<file path="config.mk">
export PLATFORM = sky130hd
export DESIGN_NAME = axi_mem_arbiter
export DESIGN_NICKNAME = d
export VERILOG_FILES = /design/src/rtl/axi_mem_arbiter.sv
export SDC_FILE = /design/constraint.sdc
export NUM_CORES = 1
export LEC_CHECK = 0
export ABC_CLOCK_PERIOD_IN_PS = 1800
export CORE_MARGIN = 2
export CORE_UTILIZATION = 37
export CTS_CLUSTER_SIZE = 16
export DETAILED_ROUTE_END_ITERATION = 10
export MAX_ROUTING_LAYER = met4
export PLACE_DENSITY = 0.74
export SETUP_SLACK_MARGIN = 0.1
export SYNTH_ARGS = -nofsm -noshare
export SYNTH_HDL_FRONTEND = slang
export SYNTH_SLANG_ARGS = --single-unit
export TNS_END_PERCENT = 20
</file>
<file path="constraint.sdc">
create_clock -name clk -period 1.8 [get_ports clk]
set_input_delay 0.27 -clock clk [delete_from_list [all_inputs] [get_ports clk]]
set_output_delay 0.27 -clock clk [all_outputs]
set_load 0.1 [all_outputs]
</file>
<file path="src/rtl/axi_mem_arbiter.sv">
// Round-robin sharing of the single AXI master connector between the core data port (0)
// and the CGRA load/store unit (1): stall rise/fall sequencing plus a hung-slave timeout.
module axi_mem_arbiter #(
  parameter int TIMEOUT_CYCLES = 1024
) (
  input  logic        clk,
  input  logic        rst,
  input  logic        req0,
  input  logic        req1,
  input  logic        we0,
  input  logic        we1,
  input  logic [31:0] addr0,
  input  logic [31:0] addr1,
  input  logic [31:0] wdata0,
  input  logic [31:0] wdata1,
  input  logic [4:0]  len0,
  input  logic [4:0]  len1,
  output logic        gnt0,
  output logic        gnt1,
  output logic        done0,
  output logic        done1,
  output logic        err0,
  output logic        err1,
  output logic [31:0] rdata0,
  output logic [31:0] rdata1,
  output logic        mem_write,
  output logic        mem_read,
  output logic [31:0] mem_addr,
  output logic [31:0] mem_data,
  output logic [4:0]  mem_length,
  input  logic        mem_stall,
  input  logic [31:0] mem_rdata,
  output logic        arb_busy
);
  localparam int CW = $clog2(TIMEOUT_CYCLES);

  typedef enum logic [1:0] {IDLE, ISSUE, BUSY, DONE} state_t;

  state_t           state, state_nxt;
  logic [CW-1:0]    cnt, cnt_nxt;
  logic             last, last_nxt, sel, sel_nxt, win;
  logic             mem_write_nxt, mem_read_nxt;
  logic [31:0]      mem_addr_nxt, mem_data_nxt;
  logic [4:0]       mem_length_nxt;
  logic [1:0]       gnt_nxt, done_nxt, err_nxt;
  logic [1:0][31:0] rdata_nxt;
  logic             fall, timeout;

  logic [1:0]       req, we;
  logic [1:0][31:0] addr, wdata;
  logic [1:0][4:0]  len;

  assign req   = {req1, req0};
  assign we    = {we1, we0};
  assign addr  = {addr1, addr0};
  assign wdata = {wdata1, wdata0};
  assign len   = {len1, len0};

  // A fall only counts once the stall has been seen high, i.e. from BUSY.
  assign fall    = (state == BUSY) && !mem_stall;
  assign timeout = (cnt == CW'(TIMEOUT_CYCLES - 1));

  always_comb begin
    state_nxt      = state;
    cnt_nxt        = cnt;
    last_nxt       = last;
    sel_nxt        = sel;
    mem_write_nxt  = mem_write;
    mem_read_nxt   = mem_read;
    mem_addr_nxt   = mem_addr;
    mem_data_nxt   = mem_data;
    mem_length_nxt = mem_length;
    gnt_nxt        = {gnt1, gnt0};
    done_nxt       = '0;
    err_nxt        = '0;
    rdata_nxt      = {rdata1, rdata0};
    // Lone requester wins; on a tie the port that did not go last wins.
    win            = req[1] & (~req[0] | ~last);
    case (state)
      IDLE: begin
        if (|req) begin
          sel_nxt        = win;
          last_nxt       = win;
          gnt_nxt        = win ? 2'b10 : 2'b01;
          mem_write_nxt  = we[win];
          mem_read_nxt   = ~we[win];
          mem_addr_nxt   = addr[win];
          mem_data_nxt   = wdata[win];
          mem_length_nxt = (len[win] == 5'd0) ? 5'd1 : len[win];
          cnt_nxt        = '0;
          state_nxt      = ISSUE;
        end
      end
      ISSUE, BUSY: begin
        cnt_nxt = cnt + CW'(1);
        if (fall || timeout) begin
          state_nxt     = DONE;
          mem_write_nxt = 1'b0;
          mem_read_nxt  = 1'b0;
          done_nxt[sel] = 1'b1;
          if (fall) begin
            if (mem_read) rdata_nxt[sel] = mem_rdata;
          end else begin
            err_nxt[sel] = 1'b1;
          end
        end else if (state == ISSUE && mem_stall) begin
          state_nxt = BUSY;
        end
      end
      DONE: begin
        gnt_nxt   = '0;
        state_nxt = IDLE;
      end
      default: state_nxt = IDLE;
    endcase
  end

  always_ff @(posedge clk or negedge rst) begin
    if (!rst) begin
      state      <= IDLE;
      cnt        <= '0;
      last       <= 1'b1;
      sel        <= 1'b0;
      gnt0       <= 1'b0;
      gnt1       <= 1'b0;
      done0      <= 1'b0;
      done1      <= 1'b0;
      err0       <= 1'b0;
      err1       <= 1'b0;
      rdata0     <= '0;
      rdata1     <= '0;
      mem_write  <= 1'b0;
      mem_read   <= 1'b0;
      mem_addr   <= '0;
      mem_data   <= '0;
      mem_length <= '0;
      arb_busy   <= 1'b0;
    end else begin
      state      <= state_nxt;
      cnt        <= cnt_nxt;
      last       <= last_nxt;
      sel        <= sel_nxt;
      gnt0       <= gnt_nxt[0];
      gnt1       <= gnt_nxt[1];
      done0      <= done_nxt[0];
      done1      <= done_nxt[1];
      err0       <= err_nxt[0];
      err1       <= err_nxt[1];
      rdata0     <= rdata_nxt[0];
      rdata1     <= rdata_nxt[1];
      mem_write  <= mem_write_nxt;
      mem_read   <= mem_read_nxt;
      mem_addr   <= mem_addr_nxt;
      mem_data   <= mem_data_nxt;
      mem_length <= mem_length_nxt;
      arb_busy   <= (state_nxt != IDLE);
    end
  end

endmodule

</file>
* Word level (Yosys, flattened, before mapping) *
Index checks and enable logic that the tools add are counted.

operators by class
  add/sub/neg operators = 1
  magnitude comparators = 3
  equality and inequality tests = 6
  multiplexer cells = 33
  bitwise gates (word level) = 5
  reduce and logical (&&, ||, !) cells = 17

operator list
  kind                                                        count
  2-to-1 mux 32 bit                                           5
  bitwise mux 64 bit                                          1
  demux 32 bit (select 1 bit)                                 1
  2-to-1 mux 2 bit                                            10
  one-hot mux 10 bit (2 select lines)                         1
  2-to-1 mux 5 bit                                            3
  adder 10 x 1 -> 10 bit, second input constant               1
  equality test 10 bit, second input constant                 1
  2-to-1 mux 10 bit                                           1
  2-to-1 mux 1 bit                                            6
  one-hot mux 2 bit (3 select lines)                          1
  AND reduction 2 bit                                         3
  nonzero test 2 bit                                          3
  zero test 5 bit                                             1
  equality test 2 bit, second input constant                  2
  less-than comparator 1 x 2 -> 1 bit, second input constant  2
  != test 2 bit, second input constant                        2
  one-hot mux 1 bit (2 select lines)                          2
  one-hot mux 2 bit (2 select lines)                          1
  AND reduction 4 bit                                         1
  OR reduction 2 bit                                          2
  logical AND 1 bit                                           3
  inverter 1 bit                                              3
  AND reduction 3 bit                                         1
  other kinds (8)                                             8

storage, ports and cells
  flip-flop bits (word level) = 156
  input bits = 177
  output and inout bits = 142
  logic and storage cells = 83

* Depth between registers and ports, before layout *
Gate-level depths: netlist of the first run.

  word-level depth = 8
  gate-level depth with buffers = 9
  gate-level depth less buffers = 6

* Worst setup path after synthesis of the first run *
No wires, ideal clock.

  kind = register -> register
  start = register mem_read
  end = register rdata0[0]
  library setup time = 0.125 ns
  data arrival time = 1.898 ns
  data required time = 1.675 ns
  setup slack = -0.223 ns
  stages on the path, launching flop included = 5
  path buffers = 1
  period minus slack after synthesis = 2.023 ns
  cells stage by stage = dfrtp_1 nand3_1 nor2_1 buf_2 mux2_2

between the ends
  longest elaborated chain between the ends = 1

ends and longest elaborated chain
  element                        RTL line  RTL
  start: declaration             27        output logic mem_read,
  start signal: assignment       152       mem_read <= mem_read_nxt;
  AND reduction 4 bit (no line)  --
  end signal: assignment         149       rdata0 <= rdata_nxt[0];
  end: declaration               24        output logic [31:0] rdata0,

No other way between the ends.
A chain may end at the register's enable or synchronous reset.

* Worst setup path in the final report of the first run *
  start = register state[0]
  end = register rdata1[18]

between the ends
  longest elaborated chain between the ends = 4
  elaborated cells between the ends (all ways) = 6
  classes of those cells = eq/ne (2); reduce/logical (4)

ends and longest elaborated chain
  element                            RTL line  RTL
  start: declaration                 39        state_t state, state_nxt;
  start signal: assignment           139       state <= state_nxt;
  equality test 2 bit                60, 79
  logical AND 1 bit                  60        assign fall = (state == BUSY) && !mem_stall;
  logical OR 1 bit                   96        if (fall || timeout) begin
  AND reduction 4 bit (no line) (*)  --
  end signal: assignment             150       rdata1 <= rdata_nxt[1];
  end: declaration                   25        output logic [31:0] rdata1,

Mark *: on every way between the ends. The rest lies on a longest branch, timed or not.

==> reports/metrics.yaml, run 1 <==
run_status:
  status: "finished, violations left"
  violations: "setup timing"
clock_network:
  clk_latency_ns: 0.42
  cts_buffer_depth: 2
  cts_buffers: 17
  cts_max_level: 4
  clk_pin_slew_worst_paths_ns: 0.07
  clock_tree.root_cell: "clkbuf_16"
  cts_tree: "yes"
  cts_sinks: 156
timing:
  finalHoldViolations: 0
  rsz0062_at_grt: "yes"
  relSlewSlack_pct: 69.5
  setup_tns_ns: -0.0280
  fin_crit_sh_pct: 101
  clock_skew_ns: 0.00997
  min_period_ns: 1.81
  setup_viol: 5
  tightest_slew_ns: 0.453
  max_freq_mhz: 553
  fin_ws_ns: -0.00941
  finalMaxSlewViolations: 0
worst_setup_path:
  critPathMaxFanout: 26
  slowest_delay_ns: 0.40
  crit_path_end_kind: "flop"
  worstSetupPathType: "reg -> reg"
  required_ns: 2.10
  worstPathCellList: "inv_2 -> ha_2 -> nor2b_4 -> buf_4 -> nand4_1 -> buf_12 -> mux2_2"
  start_kind: "flop"
  critical-path-slowest-cell: "dfrtp_1"
  crit_arrival_ns: 2.11
routing:
  wire_per_inst_um: 16.8
  first_pass_iters: 4
  postRouteAntennaNets: 0
  viasPerCell: 4.81
  wirelength_um: 19700
  drt-initial-drc-count: 217
  drc: 0
  vias: 5623
synthesis:
  synth_top_cell_by_area: "dfrtp_1"
  synth_top_cell_area_share_pct: 58.0
  yosysMostFrequentCell: "dfrtp_1"
  synth.cell_area_sq_mm: 0.00669
  ys_seq_area_share_pct: 58.3
  synth.area.top_cells: "dfrtp_1, mux2i_1, mux2_2"
  ys_warn_count: 0
  synth-main-ff-cell: "dfrtp_1"
  synth_edf_count: 0
  synth_fp_nets: 739
  synth_cells: 556
  synth_common_cells: "dfrtp_1, nand2_1, mux2i_1"
  avgSynthCellArea_sq_um: 12.0
  synth_seq_cells: 156
  synth_cell_type_count: 38
  async_flop_share_pct: 100
placement:
  dpl.hpwl_um: 15200
  placed_area_sq_mm: 0.0106
  gp_congestion: 0.844
  io_buffers: 318
layout:
  diodes: 0
  area_delta_synth_final_pct: 70.2
  drive_gt1_share_pct: 34.5
  finalInstanceArea_sq_mm: 0.0114
  final_nets: 1111
floorplan:
  floorplan.initialDensity_pct: 37.5
  coreArea_sq_mm: 0.0178
  pin_count: 319
  die_area_sq_mm: 0.0192
  rows: 49
  fp.dieH_um: 138
  chipWidth_um: 138
global_route:
  grt.overflow.total: 0
  grt_pass1_vias: 5925
  grt_util_all_layers_pct: 21.6
  grt_pass1_wl_um: 31500
  antenna_found_initial: 0
  grt_max_degree: 77
min_path:
  hold_class: "in -> async"
flow_run:
  cap_violations: 0
[final timing paths]
path,from,endpoint,slack [ns],cells past startpoint
setup reg to reg,state[0],rdata1[18],-0.009,7
min in group clk,wdata0[2],mem_data[2],0.47,3
hold reg to reg,mem_addr[26],mem_addr[26],0.48,2
setup / recovery,state[0],rdata1[18],-0.009,7
hold / removal,rst,rdata1[26],0.35,2
max in group asynchronous,rst,last,0.85,3
[logic make-up (layout without fill, tap and decap cells)]
kind of cell | count (synthesis) | after routing | synth area share [%]
XOR/XNOR | 5 | 5 | 0.654
adder cells (fa/ha/maj) | 6 | 6 | 1.12
multiplexers | 136 | 136 | 21.5
buffers and inverters | 37 | 422 | 2.52
AND/OR/NAND/NOR | 122 | 122 | 8.11
AO/OA/AOI/OAI | 94 | 94 | 7.70
flip-flops | 156 | 156 | 58.3
[state kept, by name, summed over array words and instances (netlist names), 2 cells and up]
signal      cells
rdata1         32
mem_length      5
mem_addr       32
rdata0         32
state           2
cnt            10
mem_data       32
[cell usage in the layout (no fill, tap or decap), types with 5 or more instances in the layout]
| master | n |
|---|---|
| o21ai_1 | 16 |
| o21ai_0 | 57 |
| xnor2_1 | 5 |
| buf_6 | 5 |
| clkbuf_16 | 17 |
| mux2i_1 | 72 |
| inv_6 | 7 |
| dfrtp_1 | 154 |
| buf_4 | 165 |
| nor2_1 | 12 |
| nor4_1 | 7 |
| clkdlybuf4s50_1 | 175 |
| nand2_1 | 78 |
| buf_12 | 37 |
| mux2_2 | 64 |
[layer usage]
| metal | GRT usage [%] | part of all wire (%) |
|---|---|---|
| met5 | - | 0 |
| met4 | 7.41 | 2.7 |
| met3 | 5.75 | 7.1 |
| met2 | 36.6 | 50 |
| met1 | 24.8 | 40 |
[area by class of cell]
class / instances / area, sq um
Clock buffer: 17 / 425
Timing Repair Buffer: 384 / 3820
Fill cell: 1414 / 6450
Tap cell: 229 / 287
Sequential cell: 156 / 3910
Multi-Input combinational cell: 363 / 2700
Inverter: 6 / 22.5
Clock inverter: 15 / 224
[critical path: cells and delay by family, from the launching register on]
kind,cells,cell delay [ns]
adders and majority gates,1,0.19
and+or+nand+nor,2,0.34
muxes,1,0.29
DFF,1,0.40
buffers and inverters,3,0.48
[through the flow]
step / setup slack (ns) / utilization, % / hold slack (ns) / instances
detailed placement: -0.197 / 59.4 / 0.225 / 1127
global placement: -0.156 / 59.4 / 0.230 / 1127
floorplan: -0.0495 / - / -0.0256 / 556
global route: -0.0700 / 63.9 / 0.371 / 1170
CTS: 0.00345 / 63.6 / 0.342 / 1167
finish: -0.00941 / 63.9 / 0.352 / 1170
[repair_timing]
| action | 4_1_cts | 5_1_grt |
|---|---|---|
| hold buffers | 1 | 0 |
| endpoints found under the setup margin | 71 | 91 |
| resized for setup | 6 | 15 |
| cloned | 1 | 0 |
| setup buffers | 6 | 3 |
| pin swaps | 2 | 3 |
| hold endpoints to repair | 40 | 0 |
Power of run 1 is left out: the tool's default activity adds up to more than one toggle a clock period on the data nets, which glitch-free logic cannot reach.
==> run 2, diff against run 1 <==
--- a/config.mk
+++ b/config.mk
@@ -5,13 +5,14 @@
 export SDC_FILE = /design/constraint.sdc
 export NUM_CORES = 1
 export LEC_CHECK = 0
-export ABC_CLOCK_PERIOD_IN_PS = 1800
+export ABC_CLOCK_PERIOD_IN_PS = 2300
+export CORE_ASPECT_RATIO = 0.75
 export CORE_MARGIN = 2
-export CORE_UTILIZATION = 37
+export CORE_UTILIZATION = 44
 export CTS_CLUSTER_SIZE = 16
 export DETAILED_ROUTE_END_ITERATION = 10
 export MAX_ROUTING_LAYER = met4
-export PLACE_DENSITY = 0.74
+export PLACE_DENSITY = 0.83
 export SETUP_SLACK_MARGIN = 0.1
 export SYNTH_ARGS = -nofsm -noshare
 export SYNTH_HDL_FRONTEND = slang
==> constraint.sdc (replaced) <==
create_clock -name clk -period 2.3 [get_ports clk]
set_input_delay 0.345 -clock clk [delete_from_list [all_inputs] [get_ports clk]]
set_output_delay 0.345 -clock clk [all_outputs]
set_load 0.1 [all_outputs]
==> reports/metrics.yaml, run 2 (same netlist as run 1, synthesis figures left out) <==
placement:
  dpl.hpwl_um: 14400  # -5.1%
  io_buffers: 318  # unchanged
  gp_congestion: 0.830  # -1.7%
  dp_slack_ns: 0.0876  # +0.285 ns
global_route:
  grt_pass1_wl_um: 30500  # -3.0%
  antenna_found_initial: 0  # unchanged
  grt_max_degree: 82  # +6.5%
  grt_util_all_layers_pct: 24.5  # +3.0 points
  grt.overflow.total: 0  # unchanged
  grt_pass1_vias: 5890  # -0.59%
timing:
  finalHoldViolations: 0  # unchanged
  fin_crit_sh_pct: 91.6  # -8.9 points
  tightest_slew_ns: 0.628  # +0.174 ns
  min_period_ns: 2.11  # +0.298 ns
  relSlewSlack_pct: 57.7  # -12 points
  max_freq_mhz: 475  # -14%
  rsz0062_at_grt: "no"
  finalMaxSlewViolations: 0  # unchanged
  setup_viol: 0  # -5
  setup_tns_ns: 0  # +0.0280 ns
  fin_ws_ns: 0.193  # +0.202 ns
  clock_skew_ns: 0.0111  # +0.00117 ns
run_status:
  status: "complete, no violations"
worst_setup_path:
  critPathMaxFanout: 32  # +23%
  cp_common_cell: "buf_4"
  reg2reg_depth: 6  # -1
  startpoint: "state[0]"
  reg2reg_from: "state[0]"
  critical-path-slowest-cell: "dfrtp_2"
  worstReg2RegEnd: "rdata1[15]"
  crit_path_end_kind: "flop"
  r2r_slack_ns: 0.19  # +0.20 ns
  start_kind: "flop"
  required_ns: 2.60  # +0.50 ns
  endpoint: "rdata1[15]"
  worstPathCellList: "inv_1 -> ha_2 -> buf_4 -> nand4_1 -> buf_4 -> mux2_2"
  slowest_delay_ns: 0.45  # +0.05 ns
  crit_arrival_ns: 2.41  # +0.30 ns
  worstSetupPathType: "reg -> reg"
clock_network:
  cts_tree: "yes"
  cts_sinks: 156  # unchanged
  cts_buffers: 17  # unchanged
  cts_setup_buffers: 0  # -6
  cts_max_level: 4  # unchanged
  cts_buffer_depth: 2  # unchanged
  clock_tree.root_cell: "clkbuf_16"
  clk_latency_ns: 0.42  # about the same
  clk_pin_slew_worst_paths_ns: 0.07  # about the same
layout:
  final_nets: 1061  # -4.5%
  drive_gt1_share_pct: 29.9  # -4.7 points
  layout_common_cells: "clkdlybuf4s50_1, dfrtp_1, buf_4"
  final_common_cell: "clkdlybuf4s50_1"
  area_delta_synth_final_pct: 56.1
  fill_cells: 1096  # -22%
  diodes: 0  # unchanged
routing:
  drt-met1-wl_um: 7580  # -3.2%
  drc: 0  # unchanged
  drt-initial-drc-count: 248  # +14%
  highest_layer: "met4"
  dr_wl_met2_um: 9520  # -4.3%
  vias: 5554  # -1.2%
  viasPerCell: 5.07  # +5.4%
  first_pass_iters: 4  # unchanged
  wirelength_um: 18900  # -4.3%
  wl_met3_um: 1280  # -8.4%
  postRouteAntennaNets: 0  # unchanged
  wire_per_inst_um: 17.2  # +2.2%
floorplan:
  die_area_sq_mm: 0.0162  # -15%
  coreArea_sq_mm: 0.0150  # -16%
  fp.dieH_um: 111  # -20%
  floorplan.initialDensity_pct: 44.5  # +7.0 points
  pin_count: 319  # unchanged
  rows: 39  # -20%
  chipWidth_um: 146  # +5.7%
min_path:
  hold_class: "in -> async"
flow_run:
  cap_violations: 0  # unchanged
[run 2: changes by cell type in the layout (fill, tap and decap cells not counted), moves of 3 or more]
cell       delta
bufinv_16     -3
buf_4        -15
buf_6         -3
o21ai_0       +7
buf_12       -31
o21ai_1       -6
[run 2: how the worst min path moves through the flow]
stage | from | endpoint | slack, ns | depth (start not counted)
floorplan | rst | arb_busy | 0.05 | 0
global placement | rst | rdata1[29] | 0.19 | 1
detailed placement | rst | rdata0[29] | 0.20 | 1
CTS | rst | sel | 0.32 | 2
global route | rst | sel | 0.34 | 2
finish | rst | sel | 0.33 | 2
[run 2: area by class of cell]
| type | count | area, sq um | share of cell area, % |
|---|---|---|---|
| flip-flops and latches | 156 | 3910 | 37.4 |
| inverters | 6 | 22.5 | 0.216 |
| multi-input cells | 363 | 2650 | 25.3 |
| clock buffers | 18 | 439 | 4.20 |
| clock inverters | 14 | 145 | 1.39 |
| well taps | 205 | 256 | 2.46 |
| repair buffers | 334 | 3030 | 29.0 |
[run 2: routing by layer]
layer	up-vias	track usage [%]
met5	-	-
met4	0	9.06
met3	40	7.20
met2	213	41.5
met1	2689	27.8
li1	2612	-
[run 2: critical path: cells and delay by family (launching register included)]
kind          cells  cell delay (ns)
fa+ha+maj         1             0.33
buf+inv           3             0.72
flops             1             0.45
mux               1             0.40
simple gates      1             0.07
[run 2: what timing repair did]
item | 4_1_cts | 5_1_grt
resized for setup | 0 | 4
endpoints found under the setup margin | 0 | 66
hold endpoints to repair | 17 | 0
hold buffers | 1 | 0
[run 2: through the flow]
stage / hold slack [ns] / utilization, % / area, sq um / std cells
after floorplan: 0.0494 / - / 6690 / 556
after global placement: 0.191 / 65.5 / 9840 / 1063
after detailed placement: 0.198 / 65.5 / 9840 / 1063
after CTS: 0.317 / 69.5 / 10400 / 1096
after global routing: 0.335 / 69.5 / 10400 / 1096
final: 0.326 / 69.5 / 10400 / 1096
Power of run 2 is left out for the same reason.
==> run 3, diff against run 2 <==
--- a/config.mk
+++ b/config.mk
@@ -13,6 +13,7 @@
 export DETAILED_ROUTE_END_ITERATION = 10
 export MAX_ROUTING_LAYER = met4
 export PLACE_DENSITY = 0.83
+export RECOVER_POWER = 100
 export SETUP_SLACK_MARGIN = 0.1
 export SYNTH_ARGS = -nofsm -noshare
 export SYNTH_HDL_FRONTEND = slang
==> reports/metrics.yaml, run 3 (same netlist as run 1, synthesis figures left out) <==
placement:
  dpl.hpwl_um: 14400  # unchanged
  placed_area_sq_mm: 0.00984  # unchanged
  gp_congestion: 0.830  # unchanged
  io_buffers: 318  # unchanged
clock_network:
  cts_tree: "yes"
  clk_pin_slew_worst_paths_ns: 0.07  # about the same
  cts_max_level: 4  # unchanged
  clk_latency_ns: 0.42  # about the same
  clock_tree.root_cell: "clkbuf_16"
  cts_buffers: 17  # unchanged
  cts_sinks: 156  # unchanged
  cts_setup_buffers: 0  # unchanged
  cts_buffer_depth: 2  # unchanged
worst_setup_path:
  reg2reg_depth: 6  # unchanged
  required_ns: 2.64  # +0.04 ns
  worstSetupPathType: "reg -> reg"
  r2r_slack_ns: 0.16  # -0.03 ns
  critPathMaxFanout: 6  # -81%
  start_kind: "flop"
  crit_path_end_kind: "flop"
  reg2reg_from: "state[0]"
  worstReg2RegEnd: "cnt[9]"
  crit_arrival_ns: 2.48  # +0.07 ns
timing:
  finalHoldViolations: 0  # unchanged
  tightest_slew_ns: 1.19  # +0.566 ns
  finalMaxSlewViolations: 0  # unchanged
  clock_skew_ns: 0.00967  # -0.00146 ns
  fin_crit_sh_pct: 92.9  # +1.2 points
  setup_tns_ns: 0  # unchanged
  rsz0062_at_grt: "no"
  relSlewSlack_pct: 20.7  # -37 points
  setup_viol: 0  # unchanged
  max_freq_mhz: 468  # -1.3%
  min_period_ns: 2.14  # +0.0287 ns
layout:
  seqCellArea_sq_mm: 0.00391  # unchanged
  multiInputGateArea_sq_mm: 0.00263  # -0.80%
  fin_util_pct: 66.6  # -2.9 points
  final_common_cell: "clkdlybuf4s50_1"
  final_nets: 1061  # unchanged
  drive_gt1_share_pct: 25.5  # -4.4 points
  area_delta_synth_final_pct: 49.7
  fill_cells: 1199  # +9.4%
  diodes: 0  # unchanged
  layout_common_cells: "clkdlybuf4s50_1, dfrtp_1, clkbuf_2"
  finalInstanceArea_sq_mm: 0.0100  # -4.1%
flow_run:
  cap_violations: 0  # unchanged
floorplan:
  chipWidth_um: 146  # unchanged
  rows: 39  # unchanged
  fp.dieH_um: 111  # unchanged
  pin_count: 319  # unchanged
  die_area_sq_mm: 0.0162  # unchanged
  floorplan.initialDensity_pct: 44.5  # unchanged
  coreArea_sq_mm: 0.0150  # unchanged
global_route:
  top_usage_layer: "met2"
  grt.overflow.total: 0  # unchanged
  met2_usage_pct: 41.5  # unchanged
  grt_util_all_layers_pct: 24.5  # unchanged
  grt_pass1_wl_um: 30500  # unchanged
  grt_pass1_vias: 5890  # unchanged
  groute.layer.met1.usage_pct: 27.8  # unchanged
  grt_max_degree: 82  # unchanged
  met3_usage_pct: 7.20  # unchanged
  antenna_found_initial: 0  # unchanged
run_status:
  status: "complete, no violations"
min_path:
  min_path_cells: 2
  hold_class: "reg -> reg"
  whs_endpoint: "mem_data[2]"
  holdCritStartpoint: "mem_data[2]"
routing:
  drt-initial-drc-count: 220  # -11%
  first_pass_iters: 4  # unchanged
  vias: 5523  # -0.56%
  wire_per_inst_um: 17.2  # -0.24%
  viasPerCell: 5.04  # -0.56%
  postRouteAntennaNets: 0  # unchanged
  drc: 0  # unchanged
  wirelength_um: 18800  # -0.24%
run 3: changes by cell type in the layout (fill, tap and decap cells not counted), sizes merged:
cell | before | now
clkbuf | 18 | 158
buf | 158 | 18
run 3: area by class of cell:
class / count / share of cell area, %
multi-input combinational: 363 / 26.2
inverter: 6 / 0.225
tap: 205 / 2.56
sequential: 156 / 39.0
timing repair buffer: 334 / 26.2
clock buffer: 18 / 4.38
clock inverter: 14 / 1.45
run 3: worst max-delay path by stage:
stage	from	end	slack [ns]
3_3_place_gp	req1	cnt[8]	0.15
2_1_floorplan	mem_read	rdata0[0]	0.28
3_5_place_dp	req1	mem_data[20]	0.09
4_1_cts	state[1]	rdata0[7]	0.14
5_1_grt	state[0]	cnt[9]	0.08
6_report	state[0]	cnt[9]	0.16
run 3: per-layer routing:
layer,routed length [um],vias up
met3,1370,41
li1,-,2608
met5,0,-
met4,481,0
met1,7510,2661
met2,9450,213
run 3: critical path: stages, from the launching register on:
cell and delay, ns:
dfrtp_2 0.42, inv_1 0.11, ha_1 0.40, nor2_1 0.14, or3_1 0.42, or4_1 0.42, a21oi_1 0.15
run 3: per-stage QoR:
stage / hold WS, ns / worst slack [ns] / cells
floorplan: 0.0494 / 0.277 / 556
global placement: 0.191 / 0.152 / 1063
detailed placement: 0.198 / 0.0876 / 1063
CTS: 0.317 / 0.139 / 1096
global route: 0.500 / 0.0751 / 1096
finish: 0.480 / 0.164 / 1096
run 3: what timing repair did:
action / 4_1_cts / 5_1_grt
endpoints found under the hold margin: 17 / 0
hold buffers: 1 / 0
gates resized for setup: 0 / 4
setup endpoints to repair: 0 / 66
Power of run 3 is left out for the same reason.
